--- src/rtl/wdt_service_ctrl.sv ---
// Heartbeat aggregator that arms the system watchdog and kicks it only when every enabled task checked in.
// Optional macro WDT_SERVICE_CLR_EN: clear the watchdog status register before arming.
module wdt_service_ctrl #(
  parameter int unsigned NUM_TASKS     = 4,
  parameter int unsigned KICK_INTERVAL = 2500000,
  parameter int unsigned IRQ_ON_ARM    = 0
) (
  input  logic                 clk,
  input  logic                 reset_n,
  input  logic                 enable,
  input  logic [NUM_TASKS-1:0] heartbeat,
  input  logic [NUM_TASKS-1:0] task_mask,
  output logic [2:0]           wd_address,
  output logic                 wd_chipselect,
  output logic                 wd_write_n,
  output logic [15:0]          wd_writedata,
  output logic                 armed,
  output logic                 fault,
  output logic [NUM_TASKS-1:0] missed_task
);

  localparam int unsigned CNT_W        = $clog2(KICK_INTERVAL);
  localparam logic [CNT_W-1:0] RELOAD  = CNT_W'(KICK_INTERVAL - 1);
  localparam logic [15:0] ARM_DATA     = (IRQ_ON_ARM != 0) ? 16'h0005 : 16'h0004;
  localparam logic [15:0] PERIOD_DATA  = 16'h0000;
  localparam logic [2:0]  ADDR_CONTROL = 3'd1;
  localparam logic [2:0]  ADDR_PERIOD  = 3'd2;
`ifdef WDT_SERVICE_CLR_EN
  localparam logic [2:0]  ADDR_STATUS  = 3'd0;
  localparam logic [15:0] STATUS_DATA  = 16'h0000;
`endif

  typedef enum logic [2:0] {
    IDLE  = 3'd0,
`ifdef WDT_SERVICE_CLR_EN
    CLR   = 3'd1,
`endif
    ARM   = 3'd2,
    RUN   = 3'd3,
    KICK  = 3'd4,
    FAULT = 3'd5
  } state_t;

  state_t               state;
  logic [CNT_W-1:0]     count;
  logic [NUM_TASKS-1:0] sticky;
`ifdef WDT_SERVICE_CLR_EN
  logic                 clr_gap;
`endif

  // A heartbeat in the evaluation cycle still counts for the ending window.
  logic [NUM_TASKS-1:0] seen_c;
  logic                 window_end_c;
  logic                 window_pass_c;

  assign seen_c        = sticky | heartbeat;
  assign window_end_c  = (count == '0);
  assign window_pass_c = ((seen_c & task_mask) == task_mask);

  // Sequencer: bus strobes default to idle every cycle so each write lasts exactly one cycle.
  always_ff @(posedge clk or negedge reset_n) begin
    if (!reset_n) begin
      state         <= IDLE;
      count         <= '0;
      sticky        <= '0;
      armed         <= 1'b0;
      fault         <= 1'b0;
      missed_task   <= '0;
      wd_chipselect <= 1'b0;
      wd_write_n    <= 1'b1;
      wd_address    <= '0;
      wd_writedata  <= '0;
`ifdef WDT_SERVICE_CLR_EN
      clr_gap       <= 1'b0;
`endif
    end else begin
      wd_chipselect <= 1'b0;
      wd_write_n    <= 1'b1;
      wd_address    <= '0;
      wd_writedata  <= '0;

      case (state)
        IDLE: begin
          if (enable) begin
`ifdef WDT_SERVICE_CLR_EN
            state         <= CLR;
            clr_gap       <= 1'b0;
            wd_chipselect <= 1'b1;
            wd_write_n    <= 1'b0;
            wd_address    <= ADDR_STATUS;
            wd_writedata  <= STATUS_DATA;
`else
            state         <= ARM;
            wd_chipselect <= 1'b1;
            wd_write_n    <= 1'b0;
            wd_address    <= ADDR_CONTROL;
            wd_writedata  <= ARM_DATA;
`endif
          end
        end

`ifdef WDT_SERVICE_CLR_EN
        // One idle bus cycle separates the status clear from the arm write.
        CLR: begin
          if (clr_gap) begin
            state         <= ARM;
            wd_chipselect <= 1'b1;
            wd_write_n    <= 1'b0;
            wd_address    <= ADDR_CONTROL;
            wd_writedata  <= ARM_DATA;
          end else begin
            clr_gap <= 1'b1;
          end
        end
`endif

        ARM: begin
          state  <= RUN;
          armed  <= 1'b1;
          count  <= RELOAD;
          sticky <= '0;
        end

        // The window counter keeps running through the kick cycle.
        RUN, KICK: begin
          if (window_end_c) begin
            count <= RELOAD;
            if (window_pass_c) begin
              state         <= KICK;
              sticky        <= '0;
              wd_chipselect <= 1'b1;
              wd_write_n    <= 1'b0;
              wd_address    <= ADDR_PERIOD;
              wd_writedata  <= PERIOD_DATA;
            end else begin
              state       <= FAULT;
              fault       <= 1'b1;
              missed_task <= task_mask & ~seen_c;
            end
          end else begin
            count  <= count - CNT_W'(1);
            sticky <= seen_c;
            if (state == KICK) begin
              state <= RUN;
            end
          end
        end

        // Terminal: the watchdog times out and requests reset.
        FAULT: ;

        default: state <= IDLE;
      endcase
    end
  end

endmodule

--- config.mk ---
export PLATFORM = sky130hd
export DESIGN_NAME = wdt_service_ctrl
export DESIGN_NICKNAME = d
export VERILOG_FILES = /design/src/rtl/wdt_service_ctrl.sv
export SDC_FILE = /design/constraint.sdc
export NUM_CORES = 1
export LEC_CHECK = 0
export CAP_MARGIN = 30
export CORE_MARGIN = 5
export CORE_UTILIZATION = 52
export CTS_CLUSTER_SIZE = 25
export DETAILED_ROUTE_END_ITERATION = 16
export GPL_TIMING_DRIVEN = 0
export PLACE_DENSITY = 0.9
export SYNTH_ARGS = -nofsm -noshare
export SYNTH_HDL_FRONTEND = slang
export SYNTH_SLANG_ARGS = --single-unit
--- constraint.sdc ---
create_clock -name clk -period 3.1 [get_ports clk]
set_clock_uncertainty 0.2 [all_clocks]
set_input_delay 0.465 -clock clk [delete_from_list [all_inputs] [get_ports clk]]
set_output_delay 0.465 -clock clk [all_outputs]
set_load 0.01 [all_outputs]
=== Yosys cells after proc, flatten, opt, wreduce, memory -nomap -nowiden ===
Cells that the tools add are included.

* Eq/ne operators: 8
* $add $sub $neg: 1
* Bitwise logic cells: 6
* Mux-type cells: 24
* Reduce and logical (&&, ||, !) cells: 7

{| class="wikitable"
|+ Operators by type and width
! operator !! number
|-
| one-hot mux 22 bit (2 select lines) || 1
|-
| logical NOT 22 bit || 1
|-
| two-way mux 22 bit || 1
|-
| subtractor 22 x 1 -> 22 bit (second input constant) || 1
|-
| two-way mux 3 bit || 5
|-
| one-hot mux 3 bit (4 select lines) || 1
|-
| bitwise AND 4 bit || 2
|-
| two-way mux 1 bit || 8
|-
| two-way mux 4 bit || 2
|-
| one-hot mux 4 bit (2 select lines) || 1
|-
| == test 3 x 2 -> 1 bit (second input constant) || 2
|-
| == test 3 bit (second input constant) || 2
|-
| != test 3 bit (second input constant) || 2
|-
| AND reduction 3 bit || 2
|-
| == test 4 bit || 1
|-
| two-way mux 2 bit || 2
|-
| inverter 4 bit || 1
|-
| OR 4 bit || 1
|-
| one-hot mux 1 bit (2 select lines) || 2
|-
| one-hot mux 2 bit (2 select lines) || 1
|-
| logical NOT 3 bit || 1
|-
| != test 2 bit (second input constant) || 1
|-
| inverter 1 bit || 2
|-
| AND reduction 2 bit || 1
|-
| 2 further kinds || 2
|}

* Bits of input ports: 11
* Flip-flop bits (word level): 56
* Output and inout bits: 27

=== Longest topological paths before layout ===
Gate-level depths: netlist of run 1.

* Word-level depth: 6
* Gate-level depth with buffers: 7

=== Least setup slack after synthesis of run 1 ===
OpenSTA, ideal clock, no wires.

* Kind: register to register
* Start: reg count[13]
* End: reg missed_task[0]
* Library setup time: 0.125 ns
* Data required time: 2.775 ns
* Arrival time: 2.282 ns
* Buffers on the path: 1
* Stages on the path, launching flop included: 7
* Clock period less this slack: 2.607 ns
* Setup slack: 0.493 ns
* Cell sequence: dfrtp_1 -> or4_4 -> nor4_4 -> nand3_4 -> or3b_1 -> buf_2 -> mux2_4

* Word-level cells in the longest chain between the ends: 2

{| class="wikitable"
|+ Ends and longest elaborated chain
! what !! line !! text
|-
| start: declaration || 45 || <nowiki>logic [CNT_W-1:0] count;</nowiki>
|-
| start signal: assignment || 141 || <nowiki>count <= count - CNT_W'(1);</nowiki>
|-
| logical NOT 22 bit || 57 || <nowiki>assign window_end_c = (count == '0);</nowiki>
|-
| AND reduction 3 bit (no source line) || n/a ||
|-
| end signal: assignment || 138 || <nowiki>missed_task <= task_mask & ~seen_c;</nowiki>
|-
| end: declaration || 19 || <nowiki>output logic [NUM_TASKS-1:0] missed_task</nowiki>
|}

Every way passes these cells.
A chain may end at the register's enable or synchronous reset.

=== Final worst setup path of run 1 ===
* Start: reg count[0]
* End: reg count[10]

* Word-level cells in the longest chain between the ends: 3
* Elaborated cells between the ends (all ways): 4
* Classes of those cells: add/sub: 1; mux: 2; reduce/logical: 1

{| class="wikitable"
|+ Ends and longest elaborated chain
! what !! line !! text
|-
| subtractor 22 x 1 -> 22 bit or logical NOT 22 bit (tied branches) || 141, 57 ||
|-
| two-way mux 22 bit (*) || 126 || <nowiki>if (window_end_c) begin</nowiki>
|-
| one-hot mux 22 bit (2 select lines) (*) || 82 || <nowiki>case (state)</nowiki>
|}

Every way passes the cells marked *; elsewhere a longest branch is shown, timed or not.

==> out/metrics.yaml, run 1 <==
outcome:
  run_status: "completed"
placed_design:
  place_ws_ns: 0.217
  io_buffers: 21
  gp_congestion: 0.814
  dp_hpwl_um: 3320
  dp_cells: 304
  place_area_mm2: 0.00245
yosys:
  yosys-top-cells-count: "39 x dfrtp_1, 17 x nand2_1, 17 x o21ai_0"
  synth_top_area_cell: "dfrtp_1"
  netlist_area_mm2: 0.00213
  ys_seq_elements: 40
  yosysWarnings: 0
  synth.avg_cell_area_um2: 9.75
  ys_top_cells_by_area: "dfrtp_1 46%, buf_4 5.7%, o21ai_0 4.0%, a21oi_1 3.3%, nand2_1 3.0%"
  synth_seq_area_share: 0.471
  async_reset_ff_frac: 1.00
  synth_top_area_frac: 0.459
  ys.flop_type: "dfrtp_1"
  synth-edff-count: 0
  synth_most_common_cell: "dfrtp_1"
  synth_cell_type_count: 49
  netlist_instances: 218
cts:
  clock-root-buffer: "clkbuf_8"
  post-cts-setup-buffers: 0
  cts_tree: "built"
  hold_buffers: 0
  clkSlewWorstSetupHoldPaths_ns: 0.08
  cts_max_path_buffers: 2
  cts.sinks: 40
  cts_buffers: 5
  clk_latency_ns: 0.30
  htreeDepth: 2
worst_setup_path:
  slowest_delay_ns: 0.66
  worstSetupStartpointType: "register"
  cp_num_buf_inv: 1
  reg2reg_depth: 7
  slowest_stage: "or4b_2"
  crit_chain: "inv_1 -> ha_2 -> or4b_2 -> or4_1 -> nor3_1 -> mux2i_1 -> a21oi_1"
  critPathKind: "reg2reg"
  crit_path_max_fanout: 8
  r2r_end: "count[10]$_DFFE_PN0P_"
  crit_family: "simple AND/OR/NAND/NOR gates"
  r2r_slack_ns: 0.26
  r2r_start: "count[0]$_DFFE_PN0P_"
  critPathCaptureType: "register"
  worstPathRequired_ns: 3.06
  worstPathArrival_ns: 2.80
  cp_num_cells: 7
power_and_ir_drop:
  combPwrFrac: 0.348
  power.internal_mw: 1.10
  power_switching_uw: 680
  swShare: 0.382
  ir_drop_mv: 0.495
  cellPowerDensity_mw_per_mm2: 689
  total_power_mw: 1.78
  power_frac_clock: 0.253
  p_leak_nw: 1.07
  seqPwrFrac: 0.399
floorplanning:
  fp.dieH_um: 73.9
  fp.dieArea_mm2: 0.00547
  initial_core_util: 0.535
  rows: 23
  fp.dieW_um: 73.9
  coreArea_mm2: 0.00397
  ioPinCount: 38
final_layout:
  stdcell_count: 312
  area_growth_pct: 21.7
  fin_util: 0.651
  drive_gt1_frac: 0.164
  finalNetCount: 274
  design_area_mm2: 0.00259
  diodes: 0
detailed_routing:
  drc_errors: 0
  wl_per_cell_um: 15.2
  dr_total_vias: 1776
  drt_wl_total_um: 4760
  drt_iter0_markers: 142
  viasPerCell: 5.69
  drtAntennaViolNets: 0
  dr.pass1.iters: 4
timing:
  hold_slack_ns: 0.0812
  rsz0062_at_grt: "false"
  tns_ns: 0
  finalHoldViolCount: 0
  worstMarginPinSlew_ns: 0.887
  timing.final.max_slew_violations: 0
  relSlewSlack: 0.409
  setup_violations: 0
  worst_slack_ns: 0.263
  min_period_ns: 2.84
  max_freq_mhz: 353
  min_period_over_period: 0.915
global_route:
  antenna_found_initial: 0
  track_usage: 0.188
  grt_pass1_vias: 1708
  grt_max_degree: 41
  grt_pass1_wl_um: 7840
  grt.overflow.total: 0
job:
  cap_violations: 0
worst_hold_path:
  hp-class: "in2async"
-- final cells by class --
cell class | instances | area [um2]
Tap cell | 50 | 62.6
Fill cell | 325 | 1390
Inverter | 6 | 22.5
Multi-Input combinational cell | 163 | 1020
Sequential cell | 40 | 1000
Clock buffer | 6 | 82.6
Timing Repair Buffer | 21 | 205
Clock inverter | 2 | 38.8
Buffer | 24 | 151
-- state kept, by name, indices dropped and copies added, names as in the netlist --
register,count
sticky,4
wd_write_n,1
count,22
missed_task,4
wd_chipselect,1
wd_address,2
wd_writedata,1
state,3
fault,1
armed,1
-- power by group through the flow --
stage | clock, mW | sequential [mW] | combinational [mW]
final | 0.451 | 0.711 | 0.620
after global routing | 0.482 | 0.727 | 0.697
after CTS | 0.458 | 0.706 | 0.606
after detailed placement | 0 | 0.712 | 0.601
after global placement | 0 | 0.705 | 0.574
after floorplan | 0 | 0.695 | 0.419
-- logic make-up after synthesis --
family | share of synthesized area
AOI/OAI and AO/OA | 0.151
xor gates and xnor gates | 0.0124
adders and majority gates | 0.0118
buffers and inverters | 0.0818
DFF | 0.471
muxes | 0.0424
other | 0.00176
and+or+nand+nor | 0.227
-- repair_timing --
action	CTS	global route
endpoints found under the hold margin	0	0
endpoints found under the setup margin	0	6
resized for setup	0	3
-- placed cells by master (no fill, tap or decap), types with 4 or more instances in the layout --
cell type        instances
a21oi_1                 14
nor2_1                  14
nand2_1                 17
clkdlybuf4s50_1         20
nand2b_1                 5
clkbuf_8                 6
nor3b_1                  5
mux2_4                   4
o21ai_0                 17
nor3_1                  12
inv_1                    6
or4_1                    4
clkbuf_1                 7
a31oi_1                  6
conb_1                  16
dfrtp_1                 39
buf_4                   16
-- metal layers --
layer,track usage,wire [um],vias to the layer above
li1,-,-,845
met1,0.228,1900,849
met2,0.315,2420,68
met3,0.0608,333,14
met4,0.0624,99,0
met5,0,0,-
-- worst register-to-register path: stages (launching register included) --
cell     delay [ns]
dfrtp_1        0.45
inv_1          0.12
ha_2           0.27
or4b_2         0.66
or4_1          0.47
nor3_1         0.23
mux2i_1        0.21
a21oi_1        0.08
-- how the worst max path moves through the flow --
stage / startpoint / to / slack (ns)
final: count[0]$_DFFE_PN0P_ / count[10]$_DFFE_PN0P_ / 0.26
after global routing: count[1]$_DFFE_PN0P_ / count[10]$_DFFE_PN0P_ / 0.08
after CTS: count[6]$_DFFE_PN0P_ / missed_task[2]$_DFFE_PN0P_ / 0.20
after detailed placement: count[0]$_DFFE_PN0P_ / count[10]$_DFFE_PN0P_ / 0.22
after global placement: count[0]$_DFFE_PN0P_ / count[10]$_DFFE_PN0P_ / 0.27
after floorplan: count[13]$_DFFE_PN0P_ / missed_task[0]$_DFFE_PN0P_ / 0.49
(Power assumes the default switching activity.)
==> run 2, diff against run 1 <==
PLACE_DENSITY = 0.79   (was 0.9)
==> out/metrics.yaml, run 2 (synthesis gave the netlist of run 1 again) <==
outcome:
  run_status: "completed"
global_route:
  grt_pass1_vias: 1573
  grt_pass1_wl_um: 6900
  grt.overflow.total: 0
  track_usage: 0.164
  grt_max_degree: 41
  antenna_found_initial: 0
job:
  cap_violations: 0
cts:
  clock-root-buffer: "clkbuf_8"
  clk_latency_ns: 0.29
  clkSlewWorstSetupHoldPaths_ns: 0.07
  cts_tree: "built"
  cts_max_path_buffers: 2
  htreeDepth: 2
  cts.sinks: 40
  cts_buffers: 5
  post-cts-setup-buffers: 0
detailed_routing:
  drtAntennaViolNets: 0
  viasPerCell: 5.44
  drt_wl_total_um: 4270
  dr.pass1.iters: 4
  dr_total_vias: 1696
  drt_iter0_markers: 93
  drc_errors: 0
  wl_per_cell_um: 13.7
worst_setup_path:
  r2r_start: "count[0]$_DFFE_PN0P_"
  worstPathRequired_ns: 3.06
  critPathKind: "reg2reg"
  worstSetupStartpointType: "register"
  r2r_end: "count[10]$_DFFE_PN0P_"
  crit_path_max_fanout: 8
  r2r_slack_ns: 0.17
  reg2reg_depth: 7
  worstPathArrival_ns: 2.89
  critPathCaptureType: "register"
timing:
  hold_slack_ns: 0.0863
  min_period_over_period: 0.945
  worstMarginPinSlew_ns: 0.875
  finalHoldViolCount: 0
  tns_ns: 0
  setup_violations: 0
  max_freq_mhz: 341
  min_period_ns: 2.93
  worst_slack_ns: 0.169
  timing.final.max_slew_violations: 0
  rsz0062_at_grt: "false"
  relSlewSlack: 0.414
placed_design:
  dp_hpwl_um: 3040
  place_area_mm2: 0.00245
  gp_congestion: 0.864
  place_ws_ns: 0.201
  io_buffers: 21
final_layout:
  largest_reg_flops: 22
  diodes: 0
  final_cell_mix: "39 x dfrtp_1, 20 x clkdlybuf4s50_1, 17 x nand2_1, 17 x o21ai_0"
  design_area_mm2: 0.00256
  finalNetCount: 274
  reg.largest.list: "count x22, missed_task x4, sticky x4"
  final_common_cell: "dfrtp_1"
  area_growth_pct: 20.2
  drive_gt1_frac: 0.153
  top_register: "count"
floorplanning:
  ioPinCount: 38
  fp.dieArea_mm2: 0.00547
  rows: 23
  initial_core_util: 0.535
  coreArea_mm2: 0.00397
  fp.dieW_um: 73.9
  fp.dieH_um: 73.9
power_and_ir_drop:
  cellPowerDensity_mw_per_mm2: 654
  p_leak_nw: 1.06
  ir_drop_mv: 0.514
worst_hold_path:
  hp-class: "in2async"
-- run 2: cell types whose count changed in the layout (fill, tap and decap cells not counted), sizes merged --
cell,before,now
bufinv,1,0
clkbuf,13,15
clkinv,1,0
-- run 2: area by class of cell --
type | count | area, um2
sequential | 40 | 1000
fill | 335 | 1420
multi-input combinational | 163 | 1010
inverter | 6 | 22.5
tap | 50 | 62.6
buffer | 24 | 151
clock buffer | 8 | 100
timing repair buffer | 21 | 205
-- run 2: metal layers --
| layer | GRT usage | wire length (um) |
|---|---|---|
| met5 | 0 | 0 |
| met1 | 0.197 | 1870 |
| met2 | 0.281 | 2150 |
| met4 | 0.0724 | 46 |
| met3 | 0.0351 | 206 |
-- run 2: what timing repair did --
item                                    in CTS  in global routing
hold buffers                                 0                  0
gates resized for setup                      0                  1
endpoints found under the setup margin       0                  1
-- run 2: worst max path at each step --
stage | from | end | cells after the start
2_1_floorplan | count[13]$_DFFE_PN0P_ | missed_task[0]$_DFFE_PN0P_ | 6
3_3_place_gp | count[0]$_DFFE_PN0P_ | count[10]$_DFFE_PN0P_ | 7
3_5_place_dp | count[0]$_DFFE_PN0P_ | count[10]$_DFFE_PN0P_ | 7
4_1_cts | count[0]$_DFFE_PN0P_ | count[10]$_DFFE_PN0P_ | 7
5_1_grt | state[0]$_DFFE_PN0P_ | count[6]$_DFFE_PN0P_ | 7
6_report | count[0]$_DFFE_PN0P_ | count[10]$_DFFE_PN0P_ | 7
-- run 2: worst max-delay path, cell delays in order (launching register included) --
cell and delay, ns:
dfrtp_1 0.45, inv_1 0.11, ha_1 0.32, or4b_2 0.68, or4_1 0.49, nor3_1 0.25, mux2i_1 0.22, a21oi_1 0.08
-- run 2: per-stage QoR --
step | util | power (mW) | std cells
detailed placement | 0.617 | 1.30 | 304
CTS | 0.642 | 1.68 | 312
global placement | 0.618 | 1.29 | 304
floorplan | - | 1.11 | 233
global route | 0.644 | 1.79 | 312
finish | 0.644 | 1.67 | 312
-- run 2: report_power, final --
part	leakage, nW	switching (mW)	internal [mW]
sequential	0.465	0.0930	0.612
clock	0.0515	0.168	0.203
combinational	0.547	0.375	0.221
==> run 3, diff against run 2 <==
ABC_AREA = 0   (was unset)
==> results of run 3 <==
Final layout, timing and power as in run 2 (identical DEF).
==> edit: new RTL, config.mk and constraints of run 1 <==
Add a define of `WDT_SERVICE_CLR_EN`.
--- a/src/rtl/wdt_service_ctrl.sv
+++ b/src/rtl/wdt_service_ctrl.sv
@@ -1,5 +1,7 @@
 // Heartbeat aggregator that arms the system watchdog and kicks it only when every enabled task checked in.
 // Optional macro WDT_SERVICE_CLR_EN: clear the watchdog status register before arming.
+`define WDT_SERVICE_CLR_EN
+
 module wdt_service_ctrl #(
   parameter int unsigned NUM_TASKS     = 4,
   parameter int unsigned KICK_INTERVAL = 2500000,
Check against the original RTL: not equivalent (a bounded check fails within 4 cycles, from zero or initial values and one cycle with reset_n low).
==> edit against run 1 <==
  * Synthesized area is 6.0% higher
  * Worst setup slack better by 360 ps
  * Worst hold slack worse by 15 ps
  * Cell area is 4.1% higher
  * Wire length is 1.1% higher
  * Sequential cell count stayed put
  * Via count is 2.4% higher
  * Critical endpoint is now missed_task[0]
Power is not compared: it rests on default switching activity, and its combinational part moved more than twofold at a synthesized area within 25%.
==> edit: results (changes against run 1) <==
dominant cells by area after synthesis = dfrtp_1 43%, buf_4 5.7%, o21ai_1 3.1%
dpl hpwl = 3357 um (+1.2%)
setup slack at placement = 347.1 ps (+130.5 ps)
final net count = 289 (+5.5%)
met2 WL = 2311 um (-4.5%)
Arr. time, crit path = 2460 ps (-340 ps)
initial antenna violation count = 0 (unchanged)
relative slew slack = 42.26% (+1.4 points)
number of global-route vias before repair = 1743 (+2.0%)
routability cong. = 0.8210 (+0.85%)
CP max stage delay = 740 ps (+80 ps)
wire length of the first global-routing pass = 7935 um (+1.2%)
WL met3 = 228 um (-32%)
Initial DRC Count = 171 (+20%)
maximum fanout along the worst path = 5 (-3)
routed wire length = 4808 um (+1.1%)
sequential fraction of the synthesis area = 44.48% (-2.7 points)
WL met1 = 2144 um (+13%)
Top delay family on crit path = simple AND/OR/NAND/NOR gates
all-layer global routing usage = 18.33% (-0.43 points)
fillcell total = 356 (+9.5%)
status = finished, final reports clean
synth cell count leaders = 39 x dfrtp_1, 18 x nor2_1, 17 x buf_4
largest net degree at the start of global routing = 41 (unchanged)
CP max stage cell = nor4_1
Vias per Instance = 5.526 (-2.9%)
edit: power by group:
| part | total [mW] | switching (mW) | internal, mW |
|---|---|---|---|
| Combinational | 0.0481 | 0.0239 | 0.0241 |
| Clock | 0.431 | 0.192 | 0.238 |
| Sequential | 0.521 | 0.00000000000000138 | 0.521 |
| Total | 1.00 | 0.216 | 0.784 |
edit: worst paths after layout:
path / depth (start not counted) / slack [ps] / end / startpoint
setup / recovery: 5 / 620 / missed_task[0] / heartbeat[3]
hold / removal: 1 / 70 / count[11] / reset_n
setup reg to reg: 7 / 720 / count[12] / count[0]
hold reg to reg: 1 / 270 / fault / fault
max in group asynchronous: 1 / 2070 / missed_task[2] / reset_n
min in group clk: 1 / 270 / fault / fault
edit: per-layer routing:
layer / track usage (%) / vias up
li1: - / 894
met2: 28.04 / 50
met1: 24.29 / 862
met4: 9.320 / 0
met5: 0 / -
met3: 4.222 / 12
edit: cells by family (layout without fill, tap and decap cells):
| family | count (synthesis) | after routing | synth area share (%) |
|---|---|---|---|
| simple gates | 83 | 83 | 23.26 |
| compound gates | 68 | 68 | 18.88 |
| flops | 40 | 40 | 44.48 |
| buf+inv | 33 | 62 | 9.217 |
| mux | 6 | 6 | 2.887 |
| fa+ha+maj | 2 | 2 | 1.110 |
| other cells | 1 | 16 | 0.1664 |
edit: cell type report:
cell class	instances	area, um^2	area share [%]
Timing Repair Buffer	21	205.2	7.624
Clock inverter	3	42.54	1.581
Sequential cell	40	1002	37.24
Clock buffer	5	68.82	2.557
Multi-Input combinational cell	175	1100	40.86
Buffer	25	177.7	6.602
Tap cell	52	65.06	2.417
Inverter	8	30.03	1.116
edit: metrics by stage:
step	area [um^2]	total power, mW	hold WS (ps)	instances
2_1_floorplan	2310	0.5561	-30.59	248
6_report	2691	1.000	66.08	329
4_1_cts	2691	1.003	109.7	329
5_1_grt	2691	1.037	161.3	329
3_3_place_gp	2585	0.5796	251.4	321
3_5_place_dp	2580	0.5793	251.5	321
